### src/rtl/mem_stage.sv
// ============================================================================
// Module      : mem_stage
// Description : LEGv8 memory stage. EX/MEM register, data-memory req/ack
//               handshake, branch resolve, registered writeback result.
//               Optional macro MEM_ALIGN_CHECK_EN faults misaligned accesses.
// Revision    : 1.0 - initial release
// ============================================================================
`default_nettype none

module mem_stage #(
    parameter int N = 64
) (
    input  logic         i_clk,
    input  logic         i_reset,
    input  logic         i_valid_E,
    input  logic         i_memRead_E,
    input  logic         i_memWrite_E,
    input  logic         i_branch_E,
    input  logic         i_regWrite_E,
    input  logic         i_memtoReg_E,
    input  logic [N-1:0] i_aluResult_E,
    input  logic [N-1:0] i_writeData_E,
    input  logic [N-1:0] i_PCBranch_E,
    input  logic         i_zero_E,
    input  logic [4:0]   i_rd_E,
    input  logic         i_flush_M,
    output logic         o_stall_M,
    output logic         o_PCSrc_M,
    output logic [N-1:0] o_PCBranch_M,
    output logic         o_dm_req,
    output logic         o_dm_we,
    output logic [N-1:0] o_dm_addr,
    output logic [N-1:0] o_dm_wdata,
    input  logic         i_dm_ack,
    input  logic [N-1:0] i_dm_rdata,
    output logic         o_valid_W,
    output logic         o_regWrite_W,
    output logic [4:0]   o_rd_W,
    output logic [N-1:0] o_result_W,
    output logic         o_misalign_W
);

    typedef enum logic [1:0] {
        S_IDLE = 2'd0,
        S_REQ  = 2'd1,
        S_DONE = 2'd2
    } state_t;

    state_t         r_state;
    state_t         w_state_next;

    // EX/MEM pipeline register
    logic           r_valid_M;
    logic           r_memRead_M;
    logic           r_memWrite_M;
    logic           r_branch_M;
    logic           r_regWrite_M;
    logic           r_memtoReg_M;
    logic [N-1:0]   r_aluResult_M;
    logic [N-1:0]   r_writeData_M;
    logic [N-1:0]   r_PCBranch_M;
    logic           r_zero_M;
    logic [4:0]     r_rd_M;
    logic [N-1:0]   r_rdata_M;

    // MEM/WB pipeline register
    logic           r_valid_W;
    logic           r_regWrite_W;
    logic [4:0]     r_rd_W;
    logic [N-1:0]   r_result_W;
    logic           r_misalign_W;

    logic           w_stall;
    logic           w_capture_valid;
    logic           w_capture_mem;
    logic           w_misal_E;
    logic           w_misal_M;

    assign w_stall         = (r_state == S_REQ);
    assign w_capture_valid = i_valid_E & ~i_flush_M;
    assign w_capture_mem   = w_capture_valid & (i_memRead_E | i_memWrite_E);

`ifdef MEM_ALIGN_CHECK_EN
    logic w_mem_M;
    assign w_mem_M   = r_valid_M & (r_memRead_M | r_memWrite_M);
    assign w_misal_E = |i_aluResult_E[2:0];
    assign w_misal_M = w_mem_M & (|r_aluResult_M[2:0]);
`else
    assign w_misal_E = 1'b0;
    assign w_misal_M = 1'b0;
`endif

    always_ff @(posedge i_clk) begin
        if (!i_reset) begin
            r_state <= S_IDLE;
        end else begin
            r_state <= w_state_next;
        end
    end

    // The next state on a non-stalled edge depends on the op being captured
    // at that same edge, so it is decoded from the execute-stage inputs.
    always_comb begin
        w_state_next = r_state;
        case (r_state)
            S_REQ: begin
                if (i_dm_ack) begin
                    w_state_next = S_DONE;
                end
            end
            default: begin
                if (w_capture_mem) begin
                    w_state_next = w_misal_E ? S_DONE : S_REQ;
                end else begin
                    w_state_next = S_IDLE;
                end
            end
        endcase
    end

    always_ff @(posedge i_clk) begin
        if (!i_reset) begin
            r_valid_M     <= 1'b0;
            r_memRead_M   <= 1'b0;
            r_memWrite_M  <= 1'b0;
            r_branch_M    <= 1'b0;
            r_regWrite_M  <= 1'b0;
            r_memtoReg_M  <= 1'b0;
            r_aluResult_M <= '0;
            r_writeData_M <= '0;
            r_PCBranch_M  <= '0;
            r_zero_M      <= 1'b0;
            r_rd_M        <= '0;
        end else if (!w_stall) begin
            r_valid_M     <= w_capture_valid;
            r_memRead_M   <= i_memRead_E;
            r_memWrite_M  <= i_memWrite_E;
            r_branch_M    <= i_branch_E;
            r_regWrite_M  <= i_regWrite_E;
            r_memtoReg_M  <= i_memtoReg_E;
            r_aluResult_M <= i_aluResult_E;
            r_writeData_M <= i_writeData_E;
            r_PCBranch_M  <= i_PCBranch_E;
            r_zero_M      <= i_zero_E;
            r_rd_M        <= i_rd_E;
        end
    end

    always_ff @(posedge i_clk) begin
        if (!i_reset) begin
            r_rdata_M <= '0;
        end else if (w_stall && i_dm_ack) begin
            r_rdata_M <= i_dm_rdata;
        end
    end

    // A misaligned op still retires (valid) but must never write the file.
    always_ff @(posedge i_clk) begin
        if (!i_reset) begin
            r_valid_W    <= 1'b0;
            r_regWrite_W <= 1'b0;
            r_rd_W       <= '0;
            r_result_W   <= '0;
            r_misalign_W <= 1'b0;
        end else if (!w_stall) begin
            r_valid_W    <= r_valid_M;
            r_regWrite_W <= r_valid_M & r_regWrite_M & ~w_misal_M;
            r_rd_W       <= r_rd_M;
            r_result_W   <= r_memtoReg_M ? r_rdata_M : r_aluResult_M;
            r_misalign_W <= w_misal_M;
        end else begin
            r_valid_W    <= 1'b0;
            r_regWrite_W <= 1'b0;
            r_misalign_W <= 1'b0;
        end
    end

    assign o_stall_M    = w_stall;
    assign o_dm_req     = w_stall;
    assign o_dm_we      = w_stall & r_memWrite_M;
    assign o_dm_addr    = r_aluResult_M;
    assign o_dm_wdata   = r_writeData_M;
    assign o_PCSrc_M    = r_valid_M & r_branch_M & r_zero_M;
    assign o_PCBranch_M = r_PCBranch_M;
    assign o_valid_W    = r_valid_W;
    assign o_regWrite_W = r_regWrite_W;
    assign o_rd_W       = r_rd_W;
    assign o_result_W   = r_result_W;
    assign o_misalign_W = r_misalign_W;

endmodule

`default_nettype wire

### config.mk
export PLATFORM = sky130hd
export DESIGN_NAME = mem_stage
export DESIGN_NICKNAME = d
export VERILOG_FILES = /design/src/rtl/mem_stage.sv
export SDC_FILE = /design/constraint.sdc
export NUM_CORES = 1
export LEC_CHECK = 0
export ABC_AREA = 1
export CORE_AREA = 2 2 208 210
export CTS_CLUSTER_SIZE = 12
export DETAILED_ROUTE_END_ITERATION = 8
export DIE_AREA = 0 0 210 212
export DONT_BUFFER_PORTS = 1
export GPL_TIMING_DRIVEN = 0
export SYNTH_ARGS = -nofsm -noshare
export SYNTH_HDL_FRONTEND = slang
export SYNTH_SLANG_ARGS = --single-unit
### constraint.sdc
create_clock -name i_clk -period 3.52 [get_ports i_clk]
set_input_delay 0.176 -clock i_clk [delete_from_list [all_inputs] [get_ports i_clk]]
set_output_delay 0.176 -clock i_clk [all_outputs]
set_load 0.03 [all_outputs]
==> impl_metrics.json <==
{
  "outcome": "finished, final reports clean",
  "timing.final.max_slew_violations": 0,
  "finalSetupViolCount": 0,
  "max_freq_mhz": 386,
  "die_h_um": 212,
  "seq_power_share": 0.488,
  "setup.worst_path.start_class": "register",
  "reg2reg_to": "r_rdata_M[0]",
  "cts_max_level": 2,
  "ant_nets": 0,
  "num_io_pins": 540,
  "regToRegSetupSlack_ns": 1.51,
  "setup.worst_path.end_class": "primary output",
  "required_ns": 3.34,
  "num_vias": 13400,
  "total_die_area_um2": 44500,
  "synth.net_count": 2048,
  "hold_path.startpoint": "i_valid_E",
  "postSynth.asyncResetShare": 0,
  "post_route_cells_drive_above_1_share": 0.0480,
  "fill_cells": 4214,
  "intPower_mw": 7.01,
  "synth_largest_type_area_fraction": 0.522,
  "global_route.overflow_total": 0,
  "insertion_delay_ns": 0.54,
  "hold_path.class": "in -> reg",
  "rows": 76,
  "first_global_vias": 13300,
  "clk_root_buffer_cell": "clkbuf_16",
  "layout_min_cycle_time_ns": 2.59,
  "worst_ep_arrival_time_ns": 2.42,
  "finClkSkew_ns": 0.0112,
  "drt_first_pass_iters": 5,
  "yosysWarnings": 0,
  "cts.clk_slew.worst_paths_ns": 0.06,
  "number_of_buffers_between_clock_root_and_the_deepest_sink": 3,
  "netlist_top_cells_count": "nor2_1, dfxtp_1, nand2_1",
  "switching_share": 0.299,
  "area_growth_syn_to_layout_pct": 35.2,
  "vias_per_cell": 5.04,
  "synth_cell_type_count": 16,
  "clock_sink_count": 340,
  "final_min_period_over_clock_period": 0.737,
  "syn-mean-instance-area_um2": 7.34,
  "r2r_start": "r_state[0]",
  "post-synth-top-area-cell": "dfxtp_1",
  "clock_power_share": 0.400,
  "dp_hpwl_um": 39200,
  "unrepaired_setup_endpoints_after_global_routing": "no",
  "cts_setup_buffers": 0,
  "synthesis.area_um2": 13000,
  "synth_area_leaders": "dfxtp_1, nor2_1, nand2_1",
  "max-slew-margin-rel": 0.503,
  "p_total_mw": 10.0,
  "groute.usage.overall": 0.233,
  "power.net_switching_mw": 2.99,
  "worstRegToRegCells": 7,
  "wire_per_inst_um": 20.3,
  "gp_congestion": 0.947,
  "fin_nets": 2354,
  "tritoncts": "done",
  "initial_utilization": 0.307,
  "max_cap_violations": 0,
  "regArea_um2": 6810,
  "power.combinational.fraction": 0.112,
  "grt_start_max_net_pins": 13,
  "drc": 0,
  "synth_seq_cells": 340,
  "powerDensity_nw_per_um2": 567,
  "critical_path.max_fanout": 11,
  "netlist_instances": 1776,
  "setup.worst_path.class": "reg -> out",
  "power_leakage_nw": 7.56,
  "hold_viol_final": 0,
  "setup-tns-final_ns": 0,
  "hold_path_depth": 4,
  "timing.hold.worst_endpoint": "r_state[0]",
  "synth_most_common_cell": "nor2_1",
  "fp.coreArea_um2": 42500,
  "vdd.ir_drop.worst_mv": 0.329,
  "drt-total-wl_um": 53900,
  "dieWidth_um": 210,
  "yosysSeqAreaShare": 0.522,
  "antenna_violations_before_repair": 6,
  "tritoncts.num_buffers": 37,
  "synth_edf_count": 0,
  "multiInputGateArea_um2": 5550,
  "drt_first_iter_violations": 931,
  "synth_flop_cell": "dfxtp_1",
  "global_route_wire_length_before_repair_um": 79500,
  "placement.io_buffers": 0,
  "tightestPinTransition_ns": 0.742
}
## per-layer routing
layer  vias to the layer above  part of all wire  track usage
met5                         -           0.00024            0
met4                         2             0.053        0.117
met3                       148             0.081       0.0589
met2                       657              0.48        0.412
met1                      6231              0.38        0.261
li1                       6341                 -            -
## worst max-delay path by stage
stage / from / endpoint / cells after the start
final: r_state[0] / o_stall_M / 6
after global routing: r_state[0] / o_stall_M / 6
after CTS: r_state[0] / o_stall_M / 6
after detailed placement: r_state[0] / o_stall_M / 6
after global placement: r_state[0] / o_stall_M / 6
after floorplan: r_state[0] / o_stall_M / 6
## power by group through the flow
| stage | sequential [mW] | combinational [mW] | clock [mW] |
|---|---|---|---|
| floorplan | 4.81 | 0.623 | 0 |
| global placement | 4.95 | 0.815 | 0 |
| detailed placement | 4.96 | 0.835 | 0 |
| CTS | 4.88 | 1.09 | 4.06 |
| global route | 4.90 | 1.25 | 4.21 |
| finish | 4.88 | 1.12 | 4.00 |
## worst max-delay path, stage by stage, from the launching register on
cell     delay [ns]
dfxtp_1        0.43
inv_2          0.04
nor2_1         0.25
buf_2          0.43
buf_6          0.25
buf_4          0.26
buf_4          0.20
## cell usage in the layout (no fill, tap or decap)
| cell type | count |
|---|---|
| nor2_1 | 549 |
| clkbuf_16 | 39 |
| buf_6 | 1 |
| bufinv_16 | 4 |
| clkinv_2 | 3 |
| o21ai_0 | 206 |
| conb_1 | 1 |
| inv_6 | 1 |
| buf_2 | 31 |
| clkbuf_1 | 90 |
| a21oi_1 | 1 |
| nand3b_1 | 64 |
| buf_1 | 20 |
| buf_4 | 15 |
| inv_1 | 5 |
| inv_2 | 2 |
| dlygate4sd3_1 | 267 |
| nand4_1 | 64 |
| clkbuf_8 | 5 |
| nand3_1 | 66 |
| diode_2 | 5 |
| dfxtp_1 | 340 |
| nand2_1 | 330 |
## sequential cells by signal, summed over array words and instances, names as in the netlist, 2 cells and up
signal / count
o_dm_addr: 64
r_state: 2
r_rd_M: 5
o_result_W: 64
o_rd_W: 5
o_PCBranch_M: 64
r_rdata_M: 64
o_dm_wdata: 64
## metrics by stage
| step | hold slack [ns] | cells | cell area (um2) | util | setup WS (ns) |
|---|---|---|---|---|---|
| 6_report | 0.0442 | 2655 | 17600 | 0.415 | 0.926 |
| 3_3_place_gp | 0.313 | 2322 | 13700 | 0.323 | 1.41 |
| 4_1_cts | 0.0570 | 2650 | 17600 | 0.415 | 0.784 |
| 2_1_floorplan | 0.311 | 1776 | 13000 | - | 2.18 |
| 3_5_place_dp | 0.318 | 2322 | 13700 | 0.323 | 1.40 |
| 5_1_grt | 0.0983 | 2654 | 17600 | 0.415 | 0.712 |
## logic make-up after synthesis
| family | share of synthesized area |
|---|---|
| and+or+nand+nor | 0.346 |
| DFF | 0.522 |
| AOI/OAI and AO/OA | 0.0794 |
| buffers and inverters | 0.0525 |
| other | 0.000288 |
## area by class of cell
cell class / instances / area share
diodes: 5 / 0.000710
plain buffers: 148 / 0.0373
clock buffers: 53 / 0.0612
clock inverters: 8 / 0.00816
inverters: 7 / 0.00149
multi-input cells: 1281 / 0.315
flip-flops and latches: 340 / 0.386
well taps: 546 / 0.0387
repair buffers: 267 / 0.152
## what timing repair did
| item | CTS | global route |
|---|---|---|
| hold buffers | 267 | 0 |
| gates resized for setup | 0 | 0 |
| endpoints found under the hold margin | 267 | 0 |
(Power assumes the default switching activity.)
